==> src/rtl/conv_pkg.sv <==
// conv_pkg: shared helpers and types for the conv2d_stream engine.
// Holds the log2 helper, the accumulator-width derivation and the
// coefficient types for the default 3x3 / 8-bit kernel geometry.
package conv_pkg;

    // Ceiling log2 with a floor of 1 so that every derived port has a width.
    function automatic int clog2(input int value);
        int r;
        int v;
        r = 0;
        v = value - 1;
        while (v > 0) begin
            r++;
            v = v >>> 1;
        end
        return (r < 1) ? 1 : r;
    endfunction

    // Accumulator width: full signed product plus growth for K*K terms.
    function automatic int conv_aw(input int dw, input int cw, input int k);
        return dw + cw + clog2(k * k) + 1;
    endfunction

    localparam int K_DEF  = 3;
    localparam int CW_DEF = 8;

    // Kernel index r*K+c, signed coefficient and the full KxK kernel.
    typedef logic [clog2(K_DEF*K_DEF)-1:0] coef_idx_t;
    typedef logic signed [CW_DEF-1:0]      coef_t;
    typedef coef_t                         coef_arr_t [K_DEF*K_DEF];

endpackage

==> src/rtl/conv_line_buffer.sv <==
// conv_line_buffer: N-deep, DW-wide shift register that advances only when
// en_i is high. dout_o is the pixel written exactly N accepted beats ago,
// i.e. the same column of the previous image row.
module conv_line_buffer #(
    parameter int N  = 28,
    parameter int DW = 16
) (
    input  logic          clk,
    input  logic          reset,
    input  logic          en_i,
    input  logic [DW-1:0] din_i,
    output logic [DW-1:0] dout_o
);

    logic [DW-1:0] sr_q [N];

    // Shift one position per accepted pixel; hold otherwise.
    always_ff @(posedge clk) begin
        if (reset) begin
            for (int i = 0; i < N; i++) sr_q[i] <= '0;
        end else if (en_i) begin
            sr_q[0] <= din_i;
            for (int i = 1; i < N; i++) sr_q[i] <= sr_q[i-1];
        end
    end

    assign dout_o = sr_q[N-1];

endmodule

==> src/rtl/conv2d_stream.sv <==
// conv2d_stream: streaming KxK 2-D convolution over raster-order NxM frames.
// Build option: define CONV2D_RELU_SAT_EN to clamp results to [0, 2^DW-1].
//
// Stream protocol: valid-only, no backpressure. A pixel is consumed on every
// rising clk edge where in_valid=1 (reset has priority and drops it). Each
// out_valid cycle carries one result on pxl_out; frame_done marks the result
// of the bottom-right window. Results appear 2 clk cycles after the edge that
// accepted the completing pixel.
module conv2d_stream
    import conv_pkg::*;
#(
    parameter int N  = 28,
    parameter int M  = 28,
    parameter int K  = 3,
    parameter int DW = 16,
    parameter int CW = 8,
    parameter int AW = conv_aw(DW, CW, K)
) (
    input  logic                     clk,
    input  logic                     reset,
    input  logic                     in_valid,
    input  logic [DW-1:0]            pxl_in,
    input  logic                     coef_we,
    input  logic [clog2(K*K)-1:0]    coef_addr,
    input  logic signed [CW-1:0]     coef_data,
    output logic                     out_valid,
    output logic signed [AW-1:0]     pxl_out,
    output logic                     frame_done,
    output logic [clog2(N)-1:0]      col_cnt,
    output logic [clog2(M)-1:0]      row_cnt
);

    localparam int KK  = K * K;
    localparam int NW  = clog2(N);
    localparam int MW  = clog2(M);
    localparam int PW  = DW + CW + 1;
    localparam int NLB = (K > 1) ? K - 1 : 1;

    // Position counters of the next expected pixel.
    logic [NW-1:0] col_q, col_d;
    logic [MW-1:0] row_q, row_d;
    logic          col_wrap, row_wrap, win_ok;

    // Window, line-buffer taps and the valid/last pipeline.
    logic [DW-1:0]        win_q  [K][K];
    logic [DW-1:0]        col_in [K];
    logic [DW-1:0]        lb_in  [NLB];
    logic [DW-1:0]        lb_out [NLB];
    logic                 v0_q, l0_q, v1_q, l1_q;
    logic signed [CW-1:0] coef_q [KK];
    logic signed [PW-1:0] prod_d [KK];
    logic signed [PW-1:0] prod_q [KK];
    logic signed [AW-1:0] sum_d, res_d;
    logic                 out_valid_q, frame_done_q;
    logic signed [AW-1:0] pxl_out_q;

    // Next counter values and window-valid decode for the current position.
    always_comb begin
        col_wrap = (col_q == NW'(N - 1));
        row_wrap = (row_q == MW'(M - 1));
        col_d    = col_wrap ? '0 : col_q + NW'(1);
        row_d    = row_q;
        if (col_wrap) row_d = row_wrap ? '0 : row_q + MW'(1);
        win_ok   = (int'(row_q) >= K - 1) && (int'(col_q) >= K - 1);
    end

    // K-1 chained line buffers; buffer i yields the pixel i+1 rows above.
    generate
        if (K > 1) begin : g_lb
            for (genvar i = 0; i < K - 1; i++) begin : g_buf
                if (i == 0) begin : g_head
                    assign lb_in[i] = pxl_in;
                end else begin : g_chain
                    assign lb_in[i] = lb_out[i-1];
                end
                conv_line_buffer #(.N(N), .DW(DW)) u_lb (
                    .clk    (clk),
                    .reset  (reset),
                    .en_i   (in_valid),
                    .din_i  (lb_in[i]),
                    .dout_o (lb_out[i])
                );
            end
        end else begin : g_no_lb
            assign lb_in[0]  = '0;
            assign lb_out[0] = '0;
        end
    endgenerate

    // New right-hand window column: oldest row on top, live pixel at bottom.
    always_comb begin
        for (int r = 0; r < K - 1; r++) col_in[r] = lb_out[K-2-r];
        col_in[K-1] = pxl_in;
    end

    // Counters and window shift on each accepted pixel; valid pulse per window.
    always_ff @(posedge clk) begin
        if (reset) begin
            col_q <= '0;
            row_q <= '0;
            v0_q  <= 1'b0;
            l0_q  <= 1'b0;
            for (int r = 0; r < K; r++)
                for (int c = 0; c < K; c++) win_q[r][c] <= '0;
        end else begin
            v0_q <= in_valid && win_ok;
            l0_q <= in_valid && win_ok && col_wrap && row_wrap;
            if (in_valid) begin
                col_q <= col_d;
                row_q <= row_d;
                for (int r = 0; r < K; r++) begin
                    for (int c = 0; c < K - 1; c++) win_q[r][c] <= win_q[r][c+1];
                    win_q[r][K-1] <= col_in[r];
                end
            end
        end
    end

    // Coefficient RAM; addresses outside the kernel are ignored.
    always_ff @(posedge clk) begin
        if (reset) begin
            for (int i = 0; i < KK; i++) coef_q[i] <= '0;
        end else if (coef_we && (int'(coef_addr) < KK)) begin
            coef_q[coef_addr] <= coef_data;
        end
    end

    // Products: pixel zero-extended to signed, both operands widened first.
    always_comb begin
        for (int i = 0; i < KK; i++)
            prod_d[i] = PW'($signed({1'b0, win_q[i/K][i%K]})) * PW'(coef_q[i]);
    end

    // Stage 1: register products; the pipeline runs every cycle.
    always_ff @(posedge clk) begin
        if (reset) begin
            for (int i = 0; i < KK; i++) prod_q[i] <= '0;
            v1_q <= 1'b0;
            l1_q <= 1'b0;
        end else begin
            for (int i = 0; i < KK; i++) prod_q[i] <= prod_d[i];
            v1_q <= v0_q;
            l1_q <= l0_q;
        end
    end

`ifdef CONV2D_RELU_SAT_EN
    localparam logic [AW-1:0] PIX_MAX = {{(AW-DW){1'b0}}, {DW{1'b1}}};
`endif

    // Adder tree and optional ReLU/saturation of the final sum.
    always_comb begin
        sum_d = '0;
        for (int i = 0; i < KK; i++) sum_d = sum_d + AW'(prod_q[i]);
        res_d = sum_d;
`ifdef CONV2D_RELU_SAT_EN
        if (sum_d[AW-1])
            res_d = '0;
        else if ($unsigned(sum_d) > PIX_MAX)
            res_d = $signed(PIX_MAX);
`endif
    end

    // Stage 2: registered outputs; pxl_out holds between valid results.
    always_ff @(posedge clk) begin
        if (reset) begin
            out_valid_q  <= 1'b0;
            frame_done_q <= 1'b0;
            pxl_out_q    <= '0;
        end else begin
            out_valid_q  <= v1_q;
            frame_done_q <= l1_q;
            if (v1_q) pxl_out_q <= res_d;
        end
    end

    assign out_valid  = out_valid_q;
    assign frame_done = frame_done_q;
    assign pxl_out    = pxl_out_q;
    assign col_cnt    = col_q;
    assign row_cnt    = row_q;

endmodule

==> config.mk <==
export PLATFORM = sky130hd
export DESIGN_NAME = conv2d_stream
export DESIGN_NICKNAME = d
export VERILOG_FILES = /design/src/rtl/conv_pkg.sv /design/src/rtl/conv_line_buffer.sv /design/src/rtl/conv2d_stream.sv
export SDC_FILE = /design/constraint.sdc
export NUM_CORES = 2
export LEC_CHECK = 0
export BUFFER_PORTS_ARGS = -buffer_cell sky130_fd_sc_hd__buf_2
export CORE_MARGIN = 2
export CORE_UTILIZATION = 25
export CTS_BUF_LIST = sky130_fd_sc_hd__clkbuf_8
export DETAILED_ROUTE_END_ITERATION = 10
export MAX_ROUTING_LAYER = met4
export SYNTH_ARGS = -nofsm -noshare
export SYNTH_HDL_FRONTEND = slang
export SYNTH_SLANG_ARGS = --single-unit
==> constraint.sdc <==
create_clock -name clk -period 35.6 [get_ports clk]
set_clock_uncertainty 0.2 [all_clocks]
set_input_delay 5.34 -clock clk [delete_from_list [all_inputs] [get_ports clk]]
set_output_delay 5.34 -clock clk [all_outputs]
set_load 0.01 [all_outputs]
# After elaboration in Yosys (flattened, before gate mapping)

Memories as Yosys holds them, arrays and structs flattened.
Cells that the tools add are included.

Register bits: 45
RAM bits: 1337
Input bits: 32
Output and inout bits: 41
Logic and storage cells: 207
Memories kept: 5

Add/sub/neg operators: 10
Multiply operators: 9
Order comparisons: 3
Eq/ne operators: 2
Muxes and demuxes: 88
Bitwise operators: 74
Reduce and logical (&&, ||, !) cells: 7

Memories:

| memory                  | depth | bits a word | read ports | clocked after memory_dff | write ports | line                   | source |
|---|---|---|---|---|---|---|---|
| g_lb.g_buf[0].u_lb.sr_q | 28    | 16          | 28         | 0                        | 28          | conv_line_buffer.sv:15 | `logic [DW-1:0] sr_q [N];` |
| g_lb.g_buf[1].u_lb.sr_q | 28    | 16          | 28         | 0                        | 28          | conv_line_buffer.sv:15 |  |
| prod_q                  | 9     | 25          | 9          | 0                        | 9           | conv2d_stream.sv:52    | `logic signed [PW-1:0] prod_q [KK];` |
| win_q                   | 3     | 48          | 3          | 0                        | 3           | conv2d_stream.sv:45    | `logic [DW-1:0] win_q [K][K];` |
| coef_q                  | 9     | 8           | 9          | 0                        | 9           | conv2d_stream.sv:50    | `logic signed [CW-1:0] coef_q [KK];` |

Operators by type and width:

| operator                                                                            | count |
|---|---|
| 16-bit two-way mux                                                                  | 65 |
| 17-bit by 8-bit multiplier with 25-bit output                                       | 9 |
| 25-bit two-way mux                                                                  | 9 |
| 29-bit by 25-bit adder with 29-bit output                                           | 4 |
| 1-bit bitwise OR                                                                    | 74 |
| 28-bit by 25-bit adder with 29-bit output                                           | 1 |
| 27-bit by 25-bit adder with 28-bit output                                           | 1 |
| 26-bit by 25-bit adder with 27-bit output                                           | 1 |
| 25-bit by 25-bit adder with 26-bit output                                           | 1 |
| 5-bit by 1-bit adder with 5-bit output, second input constant                       | 2 |
| 5-bit equality test, second input constant                                          | 2 |
| 5-bit by 2-bit greater-or-equal comparator with 1-bit output, second input constant | 2 |
| 1-bit two-way mux                                                                   | 10 |
| 5-bit two-way mux                                                                   | 2 |
| 8-bit two-way mux                                                                   | 1 |
| 8-bit OR reduction                                                                  | 1 |
| 1-bit logical AND                                                                   | 5 |
| 4-bit less-than comparator, second input constant                                   | 1 |
| 4-bit two-way mux                                                                   | 1 |
| 2-bit AND reduction                                                                 | 1 |

# Longest topological paths before layout

An unclocked memory read counts as a cell.

Depth in word-level cells: 9
Depth in mapped cells: 21

# By module

Synthesis repeated with hierarchy kept, for this count alone.

Cell total of the unflattened synthesis: 8330
Area total of the unflattened synthesis: 95693.0 um2

By module, submodules not included:

| module           | instances | cells each | area an instance (um2) | sequential area each (um2) |
|---|---|---|---|---|
| conv2d_stream    | 1         | 6340       | 60259.0                | 11891.4 |
| conv_line_buffer | 2         | 995        | 17717.0                | 13452.9 |

# Least setup slack after synthesis

No wires, ideal clock.

Kind: input port to flip-flop
From: input port reset
To: memory g_lb.g_buf[0].u_lb.sr_q[10][0] (enable)
Data arrival time: 17363 ps
Data required time: 34470 ps
Setup slack: 17107 ps
Cell stages on the path: 4
Buffers on the path: 3
Path through: clkbuf_1 clkbuf_1 clkbuf_1 or2_2

RTL lines:

| item            | line                   | source |
|---|---|---|
| start, declared | conv2d_stream.sv:20    | `input logic reset,` |
| end, declared   | conv_line_buffer.sv:15 |  |

==> flow_summary_export.csv <==
group,metric,value,unit
status,status,"finished clean",
logic_synthesis,synthCells,7989,
critical_path,worstSetupEndpointType,"flip-flop",
cells_and_area,fillCellCount,36800,
route,first_pass_iters,6,
grt,met2_usage,0.184,
critical_path,cp_slowest_cell,"buf_4",
route,vias,53300,
critical_path,critPathMaxFanout,81,
timing,maxSlewHeadroom,0.248,
cts,htree_levels,4,
floorplanning,core,356000,µm²
cts,cts.repair.resized,0,
critical_path,reg2reg_slack,29490,ps
cells_and_area,drive_gt1_frac,0.0551,
critical_path,critPathArrivalTime,9930,ps
logic_synthesis,synth_area_leaders,"edfxtp_1 34%, fa_1 21%, and2_1 11%",
grt,grt_pass1_vias,54800,
critical_path,r2r_cells,17,
critical_path,critPathTopFamily,"buffers and inverters",
floorplanning,fp.dieW,602,µm
logic_synthesis,synthesis.area,89400,µm²
route,final_antenna_net_count,0,
cts,clk_pin_slew,60,ps
placement,dp_hpwl,148000,µm
route,drt_wl_total,201000,µm
logic_synthesis,synth-edff-count,1016,
cells_and_area,ff_latch_area,35900,µm²
logic_synthesis,yosys-top-cells-count,"1525 x and2_1, 1371 x inv_1, 1016 x edfxtp_1, 943 x fa_1, 564 x ha_1",
timing,timing.fmax,105,MHz
critical_path,required,35960,ps
timing,grt_setup_unrepaired,"false",
route,viasPerCell,4.10,
hold_path,hp-class,"flip-flop to flip-flop",
floorplanning,ios,73,
hold_path,whs_path_depth,1,
critical_path,setup.worst_path.start_class,"input pin",
critical_path,path_cells,"buf_8 -> or2_4 -> buf_4 -> buf_4 -> buf_4 -> buf_4",
placement,portBuffers,72,
placement,place.gp.congestion,0.877,
cells_and_area,syn2layout_area_growth,11.4,%
logic_synthesis,synthArstFlopShare,0,
grt,busiest_layer,"met2",
logic_synthesis,ys_ff_latch,1286,
critical_path,crit_top_cell,"buf_4",
grt,grt_overflow,0,
cts,cts_hold_buf,0,
cts,numCtsBuffers,215,
grt,grtUsageMet1,0.154,
cts,cts-root-buf,"clkbuf_8",
route,drtIter0Drc,3695,
timing,fin_crit_sh,0.269,
logic_synthesis,avgSynthCellArea,11.2,µm²
cts,clock_sinks,1286,
logic_synthesis,yosysUniqueCellTypes,81,
cells_and_area,multi_input_area,47400,µm²
floorplanning,die_area,362000,µm²
cells_and_area,nets,9601,
grt,grt_pass1_wl,318000,µm
route,wl_per_cell,15.4,µm
logic_synthesis,seq_area_frac_synth,0.402,
timing,min_period,9570,ps
cts,cts_setup_buffers,0,
logic_synthesis,synth.most_common_cell,"and2_1",
grt,grt_use_total,0.115,
cts,clk_path_buf_depth,3,
critical_path,criticalPathCategory,"input pin to flip-flop",
logic_synthesis,synth_nets,9528,
timing,hold_viol,0,
timing,maxSlewViolCount,0,
timing,setup_viol,0,
floorplanning,start_util,0.251,
logic_synthesis,synth_area_leader_cell,"edfxtp_1",
logic_synthesis,synth_top_area_share,0.341,
critical_path,cpPeakStageDelay,900,ps
cts,cts_tree,"yes",
cells_and_area,finalNonFillerCells,13000,
floorplanning,rows,219,
grt,antenna_found_initial,28,
route,drc,0,
critical_path,cp.depth,6,
placement,dp.cells,12600,
job,cap_violations,0,
timing,holdWs,250,ps
logic_synthesis,ys_warn_count,0,
timing,tns,0,ps
grt,grt_max_degree,244,
logic_synthesis,synth_flop_cell,"edfxtp_1",
grt,grt_use_met3,0.0167,
critical_path,path_buf_inv,5,
timing,worst-slew-pin-transition,1130,ps
floorplanning,dieHeight,602,µm
cts,clk_latency,990,ps
## area by class of cell
type	instances	share of cell area
inverter	1371	0.0517
clock inverter	171	0.0132
sequential	1286	0.361
multi-input combinational	5092	0.476
tap	4751	0.0597
clock buffer	236	0.0326
timing repair buffer	96	0.00591
antenna	11	0.000276
## kinds of logic (layout without fill, tap and decap cells)
| family | count (synthesis) | count (layout) | synth area share |
|---|---|---|---|
| fa+ha+maj | 1507 | 1507 | 0.290 |
| other cells | 0 | 11 | 0 |
| mux | 25 | 25 | 0.00290 |
| compound gates | 552 | 552 | 0.0408 |
| buf+inv | 1611 | 1874 | 0.0679 |
| flops | 1286 | 1286 | 0.402 |
| simple gates | 2847 | 2847 | 0.181 |
| xor+xnor | 161 | 161 | 0.0158 |
## layer usage
layer  routed length (µm)  share of wire
met5                    0              0
met4                 3690          0.018
met1                92100           0.46
met3                10700          0.053
met2                94100           0.47
## layout by cell type (no fill, tap or decap), types with 7 or more instances in the layout
cell type / netlist / layout
o211ai_1: 10 / 10
buf_2: 0 / 71
o31ai_1: 14 / 14
or2_2: 17 / 16
buf_4: 1 / 21
o31a_1: 9 / 9
nand2b_1: 59 / 59
inv_1: 1371 / 1415
nor3b_1: 12 / 12
a211oi_1: 43 / 43
nand2_1: 274 / 274
ha_1: 564 / 564
diode_2: 0 / 11
nand3_1: 45 / 45
fa_1: 943 / 943
clkbuf_8: 1 / 236
o21ai_0: 105 / 105
a21o_1: 93 / 93
nor3_1: 41 / 41
xor2_1: 82 / 82
and2_1: 1525 / 1525
or3_1: 7 / 7
clkinv_1: 0 / 56
clkinvlp_4: 0 / 9
a31oi_1: 27 / 27
clkinv_2: 0 / 32
o21a_1: 26 / 26
mux2_2: 7 / 7
a21oi_1: 134 / 134
nor2b_1: 422 / 421
nand4_1: 11 / 11
o21bai_1: 20 / 20
bufinv_16: 0 / 15
mux2i_1: 18 / 18
xnor2_1: 79 / 79
and3_1: 19 / 19
nor2_1: 386 / 386
edfxtp_1: 1016 / 1016
dfxtp_1: 270 / 269
a2111oi_0: 7 / 7
## through the flow
stage	util	setup WS, ps	area [µm²]
4_1_cts	0.280	26050	99600
6_report	0.280	26030	99600
5_1_grt	0.280	25690	99600
3_3_place_gp	0.267	24990	95000
2_1_floorplan	-	17110	89400
3_5_place_dp	0.267	24970	95000
## final timing paths
| path | start | endpoint |
|---|---|---|
| hold / removal | v0_q$_SDFF_PP0_ | v1_q$_SDFF_PP0_ |
| setup / recovery | reset | g_lb.g_buf[0].u_lb.sr_q[3][3]$_SDFFCE_PN0P_ |
| hold reg to reg | v0_q$_SDFF_PP0_ | v1_q$_SDFF_PP0_ |
| setup reg to reg | coef_q[2][7]$_SDFFCE_PN0P_ | prod_q[0][73]$_SDFF_PP0_ |
## sequential cells by signal, summed over array words and instances, names as in the netlist, 5 cells and up
signal                count
row_cnt                   5
win_q                   127
coef_q                   72
prod_q                  225
g_lb.g_buf.u_lb.sr_q    817
pxl_out                  29
col_cnt                   5
Power is left out: the tool's default activity adds up to more than one toggle a clock period on the data nets, which glitch-free logic cannot reach.
